[src/rtl/gpio_access_controller.sv]
// gpio_access_controller
//   Arbitrates two requesters onto a GPIO peripheral register bus and
//   sequences each access as SETUP -> STROBE -> (CAPTURE) -> DONE.
//
// Ports
//   clk, reset            : clock, async active-high reset
//   req0/1, op0/1, wdata0/1 : requester side (op 00 rd IN, 01 wr OUT, 10 wr DIR, 11 illegal)
//   ack0/1, err, rdata    : completion pulse, illegal-op flag (valid with ack), last read data
//   busy                  : controller not idle
//   Read_In, Load_Out, Load_DIR : peripheral strobes
//   addressbus            : peripheral register address
//   db_out, db_oe, db_in  : databus drive value / enable / sampled value (tristate is external)
module gpio_access_controller #(
    parameter logic [7:0]  ADDR_IN      = 8'h04,
    parameter logic [7:0]  ADDR_OUT     = 8'h05,
    parameter logic [7:0]  ADDR_DIR     = 8'h06,
    parameter int unsigned SETUP_CYCLES = 1
) (
    input  logic        clk,
    input  logic        reset,
    input  logic        req0,
    input  logic        req1,
    input  logic [1:0]  op0,
    input  logic [1:0]  op1,
    input  logic [15:0] wdata0,
    input  logic [15:0] wdata1,
    output logic        ack0,
    output logic        ack1,
    output logic        err,
    output logic [15:0] rdata,
    output logic        busy,
    output logic        Read_In,
    output logic        Load_Out,
    output logic        Load_DIR,
    output logic [7:0]  addressbus,
    output logic [15:0] db_out,
    output logic        db_oe,
    input  logic [15:0] db_in
);

    typedef enum logic [2:0] {IDLE, SETUP, STROBE, CAPTURE, DONE} state_t;

    localparam logic [1:0] OP_RD  = 2'b00;
    localparam logic [1:0] OP_WO  = 2'b01;
    localparam logic [1:0] OP_WD  = 2'b10;
    localparam logic [1:0] OP_ILL = 2'b11;

    localparam logic [3:0] SETUP_INIT = 4'(SETUP_CYCLES);

    // Transaction latched at grant; requester inputs are ignored afterwards.
    typedef struct packed {
        logic        id;
        logic [1:0]  op;
        logic [15:0] wdata;
    } txn_t;

    state_t      state_q, state_d;
    txn_t        txn_q, txn_d;
    logic [3:0]  cnt_q, cnt_d;
    logic        last_q, last_d;     // last-served requester
    logic [15:0] rdata_q, rdata_d;

    logic        grant_id;
    logic [1:0]  grant_op;
    logic        is_write;
    logic [7:0]  op_addr;

    // On a tie the requester not served last wins; otherwise the lone requester.
    assign grant_id = (req0 && req1) ? ~last_q : req1;
    assign grant_op = grant_id ? op1 : op0;

    assign is_write = (txn_q.op == OP_WO) || (txn_q.op == OP_WD);

    always_comb begin
        op_addr = 8'h00;
        case (txn_q.op)
            OP_RD:   op_addr = ADDR_IN;
            OP_WO:   op_addr = ADDR_OUT;
            OP_WD:   op_addr = ADDR_DIR;
            default: op_addr = 8'h00;
        endcase
    end

    // Next-state logic
    always_comb begin
        state_d = state_q;
        txn_d   = txn_q;
        cnt_d   = cnt_q;
        last_d  = last_q;
        rdata_d = rdata_q;
        case (state_q)
            IDLE: begin
                if (req0 || req1) begin
                    txn_d.id    = grant_id;
                    txn_d.op    = grant_op;
                    txn_d.wdata = grant_id ? wdata1 : wdata0;
                    if (grant_op == OP_ILL) begin
                        state_d = DONE;
                    end else begin
                        state_d = SETUP;
                        cnt_d   = SETUP_INIT;
                    end
                end
            end
            SETUP: begin
                // Counter holds remaining setup cycles including this one.
                if (cnt_q <= 4'd1) begin
                    cnt_d   = 4'd0;
                    state_d = STROBE;
                end else begin
                    cnt_d = cnt_q - 4'd1;
                end
            end
            STROBE: begin
                state_d = (txn_q.op == OP_RD) ? CAPTURE : DONE;
            end
            CAPTURE: begin
                rdata_d = db_in;
                state_d = DONE;
            end
            DONE: begin
                last_d  = txn_q.id;
                state_d = IDLE;
            end
            default: state_d = IDLE;
        endcase
    end

    // Outputs are decoded from the registered state so reset clears them at once.
    always_comb begin
        ack0       = 1'b0;
        ack1       = 1'b0;
        err        = 1'b0;
        Read_In    = 1'b0;
        Load_Out   = 1'b0;
        Load_DIR   = 1'b0;
        addressbus = 8'h00;
        db_out     = 16'h0000;
        db_oe      = 1'b0;
        case (state_q)
            SETUP: begin
                addressbus = op_addr;
                if (is_write) begin
                    db_out = txn_q.wdata;
                    db_oe  = 1'b1;
                end
            end
            STROBE: begin
                addressbus = op_addr;
                if (is_write) begin
                    db_out = txn_q.wdata;
                    db_oe  = 1'b1;
                end
                Load_Out = (txn_q.op == OP_WO);
                Load_DIR = (txn_q.op == OP_WD);
                Read_In  = (txn_q.op == OP_RD);
            end
            CAPTURE: begin
                addressbus = op_addr;
                Read_In    = 1'b1;
            end
            DONE: begin
                ack0 = ~txn_q.id;
                ack1 = txn_q.id;
                err  = (txn_q.op == OP_ILL);
            end
            default: ;
        endcase
    end

    assign busy  = (state_q != IDLE);
    assign rdata = rdata_q;

    always_ff @(posedge clk or posedge reset) begin
        if (reset) begin
            state_q <= IDLE;
            txn_q   <= '0;
            cnt_q   <= 4'd0;
            last_q  <= 1'b1;   // requester 0 wins the first tie
            rdata_q <= 16'h0000;
        end else begin
            state_q <= state_d;
            txn_q   <= txn_d;
            cnt_q   <= cnt_d;
            last_q  <= last_d;
            rdata_q <= rdata_d;
        end
    end

endmodule

[config.mk]
export PLATFORM = sky130hd
export DESIGN_NAME = gpio_access_controller
export DESIGN_NICKNAME = d
export VERILOG_FILES = /design/src/rtl/gpio_access_controller.sv
export SDC_FILE = /design/constraint.sdc
export NUM_CORES = 1
export LEC_CHECK = 0
export CORE_AREA = 3 3 74 89
export CTS_BUF_LIST = sky130_fd_sc_hd__clkbuf_4
export DETAILED_ROUTE_END_ITERATION = 10
export DIE_AREA = 0 0 77 92
export DONT_BUFFER_PORTS = 1
export PLACE_DENSITY = 0.6
export SKIP_CTS_REPAIR_TIMING = 1
export SLEW_MARGIN = 25
export SYNTH_ARGS = -nofsm -noshare
export SYNTH_HDL_FRONTEND = slang
export SYNTH_SLANG_ARGS = --single-unit
[constraint.sdc]
create_clock -name clk -period 2 [get_ports clk]
set_input_delay 0.3 -clock clk [delete_from_list [all_inputs] [get_ports clk]]
set_output_delay 0.3 -clock clk [all_outputs]
set_load 0.1 [all_outputs]
=== Word level (Yosys, flattened, before mapping) ===
Cells that the tools add are included.

* Input bits: 56
* Register bits after elaboration: 43
* Output and inout port bits: 48
* Logic and storage cells: 58

* Multiplexer cells: 24
* Bitwise operators: 2
* Reductions and logical operators: 12
* Eq/ne operators: 11
* Add/sub/neg operators: 1
* $lt $le $gt $ge: 1

{| class="wikitable"
|+ Operator list
! operator !! count
|-
| 2-to-1 mux 16 bit || 3
|-
| 2-to-1 mux 3 bit || 4
|-
| 2-to-1 mux 4 bit || 3
|-
| one-hot mux 3 bit (4 select lines) || 1
|-
| one-hot mux 3 bit (3 select lines) || 1
|-
| 2-to-1 mux 1 bit || 8
|-
| 2-to-1 mux 8 bit || 1
|-
| one-hot mux 4 bit (2 select lines) || 1
|-
| == test 2 bit, second input constant || 3
|-
| == test 3 x 2 -> 1 bit, second input constant || 2
|-
| inequality test 2 bit, second input constant || 3
|-
| <= comparator 4 x 1 -> 1 bit, second input constant || 1
|-
| AND reduction 2 bit || 2
|-
| subtractor 4 x 1 -> 4 bit, second input constant || 1
|-
| == test 3 x 1 -> 1 bit, second input constant || 1
|-
| == test 3 bit, second input constant || 1
|-
| zero test 3 bit || 1
|-
| AND reduction 3 bit || 1
|-
| nonzero test 3 bit || 1
|-
| OR reduction 3 bit || 1
|-
| == test 2 x 1 -> 1 bit, second input constant || 1
|-
| zero test 2 bit || 1
|-
| logical OR 1 bit || 2
|-
| 2-to-1 mux 2 bit || 1
|-
| other kinds (5) || 6
|}

=== Logic depth before layout (Yosys ltp) ===
* Depth after elaboration: 7
* Mapped depth: 7
* Gate-level depth less buffers: 6

=== Worst setup path after synthesis ===
OpenSTA, ideal clock, no wires.

* Kind: register -> output
* Start point: register txn_q[16] (netlist bit)
* End point: output port Load_DIR
* Path buffers: 0
* Stages on the path, launching flop included: 4
* Arrival: 2.835 ns
* Path slack: -1.135 ns
* Required time: 1.700 ns
* Cells stage by stage: dfrtp_1 inv_1 ha_1 nor3b_1

* Longest elaborated chain between the ends: 2

{| class="wikitable"
|+ Ends and longest elaborated chain
! what !! line !! source
|-
| from (decl) || 58 || <nowiki>txn_t txn_q, txn_d;</nowiki>
|-
| from (signal assigned) || 183 || <nowiki>txn_q <= txn_d;</nowiki>
|-
| == test 2 bit || 155 || <nowiki>Load_DIR = (txn_q.op == OP_WD);</nowiki>
|-
| 2-to-1 mux 1 bit || 140 || <nowiki>case (state_q)</nowiki>
|-
| to (decl) || 34 || <nowiki>output logic Load_DIR,</nowiki>
|}

No other way between the ends.

=== Worst setup path in the final report ===
* Start point: register txn_q[17] (netlist bit)
* End point: output port db_out[11]

* Longest elaborated chain between the ends: 4
* Elaborated cells between the ends (all ways): 5
* Those cells by class: 2 x eq/ne; 2 x mux; 1 x reduce/logical

{| class="wikitable"
|+ Ends and longest elaborated chain
! what !! line !! source
|-
| == test 2 x 1 -> 1 bit / == test 2 bit (equally long branches) || 72 || <nowiki>assign is_write = (txn_q.op == OP_WO) || (txn_q.op == OP_WD);</nowiki>
|-
| logical OR 1 bit * || 72 ||
|-
| 2-to-1 mux 16 bit * || 143, 150 ||
|-
| 2-to-1 mux 16 bit * || - ||
|-
| to (decl) || 36 || <nowiki>output logic [15:0] db_out,</nowiki>
|}

Every way passes the cells marked *; elsewhere a longest branch is shown, timed or not.

==> impl_metrics.ini <==
[outcome]
outcome = finished with violations
violations = negative setup slack

[finish]
mostFrequentLayoutCell = dfrtp_1
diodes = 0
fin_cells = 326
nets = 309
layout-drive-gt1-share = 0.374
postLayoutCellArea_um2 = 2970
final-seq-area_um2 = 1080
final_cell_mix = dfrtp_1, nand2_1, mux2i_1
multi_input_area_um2 = 1210
fillCellCount = 519
areaGrowthSynthToFinish_pct = 30.0

[cts]
numClockSinks = 43
insertion_delay_ns = 0.35
cts_buffers = 5
h-tree-depth = 2
cts_tree = built
cts.path.max_buffers = 2
clk_pin_slew_ns = 0.13
cts-root-buf = clkbuf_4

[global_routing]
grt_usage = 0.136
grt_pass1_vias = 1583
grt-ovfl-total = 0
grt_pass1_wl_um = 7620
antenna_found_initial = 0
grt_max_degree = 39

[sta]
period_minus_slack_ns = 2.13
worst_slack_ns = -0.131
max_freq_mhz = 469
finalCritPeriodShare = 1.07
slew_violations = 0
hold_violations = 0
rsz0062_at_grt = yes
timing_worst_slew_pin_value_ns = 0.921
setup_violations = 17
slew_headroom = 0.386
skew_ns = 0.00686

[yosys]
syn_inst = 218
synth_top_family_by_area = simple AND/OR/NAND/NOR gates
synthSimpleGateAreaFrac = 0.165
synth_adder_area_share = 0.0437
ys_seq_area_frac = 0.471
netlist_area_um2 = 2290
synth_edf_count = 0
async_reset_ff_frac = 1.00
synth_compound_area_frac = 0.0820
avgSynthCellArea_um2 = 10.5
synth_warnings = 0
synth_flop_cell = dfrtp_1
synth-xor-area-share = 0.00383
ys_types = 38
synth_mux_area_frac = 0.162
ys_seq_elements = 43

[min_path]
holdCritStartpoint = db_in[6]
worstHoldPathType = in2reg

[detailed_routing]
first_pass_iters = 4
post-route-drc-count = 0
routed-via-count = 1592
via_per_inst = 4.88
wl_per_cell_um = 14.5
drt-total-wl_um = 4740
ant_nets = 0
drtIter0Drc = 44

[critical_path]
cpLargestDelayFamily = simple AND/OR/NAND/NOR gates
worstPathRequired_ns = 1.70
cp_max_fo = 9
crit_chain = inv_2, ha_4, nor3b_4, buf_6, and2_4
cp_slowest_stage_delay_ns = 0.43
crit_arrival_ns = 1.83
cp-startpoint = txn_q[17]
worstSetupPathType = reg2out
critPathSlowestCell = dfrtp_1
start_kind = flop
crit_buf_inv = 2
timing.rr.start = state_q[2]
end_kind = output port

[floorplanning]
die_width_um = 77
initial_core_util = 0.398
rows = 30
fp.dieH_um = 92
dieArea_um2 = 7080
ioPinCount = 104
core_um2 = 5740

[place]
place.gp.congestion = 0.752
dp_slack_ns = 0.172
port_buffers = 0
postPlaceCellArea_um2 = 2800
dp_hpwl_um = 3660
dp_cells = 311

[run]
drv_cap = 0
## kinds of logic (layout without fill, tap and decap cells)
logic type               count (synthesis)  count (layout)
flip-flops                              43              43
multiplexers                            35              35
AND/OR/NAND/NOR                         72              72
adder cells (fa/ha/maj)                  8               8
buffers and inverters                   26              50
XOR/XNOR                                 1               1
other                                    1               5
AO/OA/AOI/OAI                           32              32
## final timing paths
kind | cells past startpoint | slack, ns | to
worst max register to register | 3 | 0.18 | rdata[10]
worst min register to register | 2 | 0.50 | txn_q[15]
worst min-delay path | 1 | 0.09 | rdata[6]
worst max-delay path | 5 | -0.13 | db_out[11]
max in group asynchronous | 3 | 1.04 | state_q[1]
min in group asynchronous | 2 | 0.44 | txn_q[10]
## synthesized netlist by cell type, types with 2 or more instances
| library cell | number | share of area |
|---|---|---|
| dfrtp_1 | 42 | 0.46 |
| nand2_1 | 28 | 0.046 |
| mux2i_1 | 19 | 0.083 |
| and2_1 | 16 | 0.044 |
| mux2_2 | 16 | 0.079 |
| o21ai_1 | 11 | 0.024 |
| o21ai_0 | 10 | 0.022 |
| buf_4 | 8 | 0.026 |
| ha_1 | 8 | 0.044 |
| inv_1 | 8 | 0.013 |
| nor2_1 | 6 | 0.0098 |
| nor3b_1 | 5 | 0.016 |
| buf_6 | 4 | 0.020 |
| nor3_1 | 4 | 0.0087 |
| a21oi_1 | 3 | 0.0066 |
| buf_2 | 3 | 0.0066 |
| and3_1 | 2 | 0.0055 |
| clkbuf_1 | 2 | 0.0033 |
| nand3_1 | 2 | 0.0044 |
| nand3b_1 | 2 | 0.0066 |
| o31a_1 | 2 | 0.0077 |
## area by class of cell
class | count | share of cell area
clock inverters | 2 | 0.00421
flip-flops and latches | 43 | 0.363
inverters | 8 | 0.0101
well taps | 80 | 0.0337
multi-input cells | 153 | 0.406
clock buffers | 6 | 0.0151
repair buffers | 34 | 0.169
## through the flow
step           setup TNS, ns  hold WS [ns]   util
2_1_floorplan         -0.616         0.441      -
3_3_place_gp               0         0.287  0.488
3_5_place_dp               0         0.287  0.488
4_1_cts                -4.42        -0.119  0.498
5_1_grt                -3.73        0.0532  0.518
6_report               -1.93        0.0894  0.518
## routing by layer
metal | track usage | wire length [um]
met1 | 0.156 | 1780
met2 | 0.235 | 2560
met3 | 0.0462 | 364
met4 | 0.0445 | 33
met5 | 0 | 0
## registers in the layout, summed over array words and instances (netlist names)
signal / cells
cnt_q: 4
last_q: 1
rdata: 16
state_q: 3
txn_q: 19
Power is not shown: default switching activity piles up to over one toggle a cycle in this logic, so the estimate is an artifact.
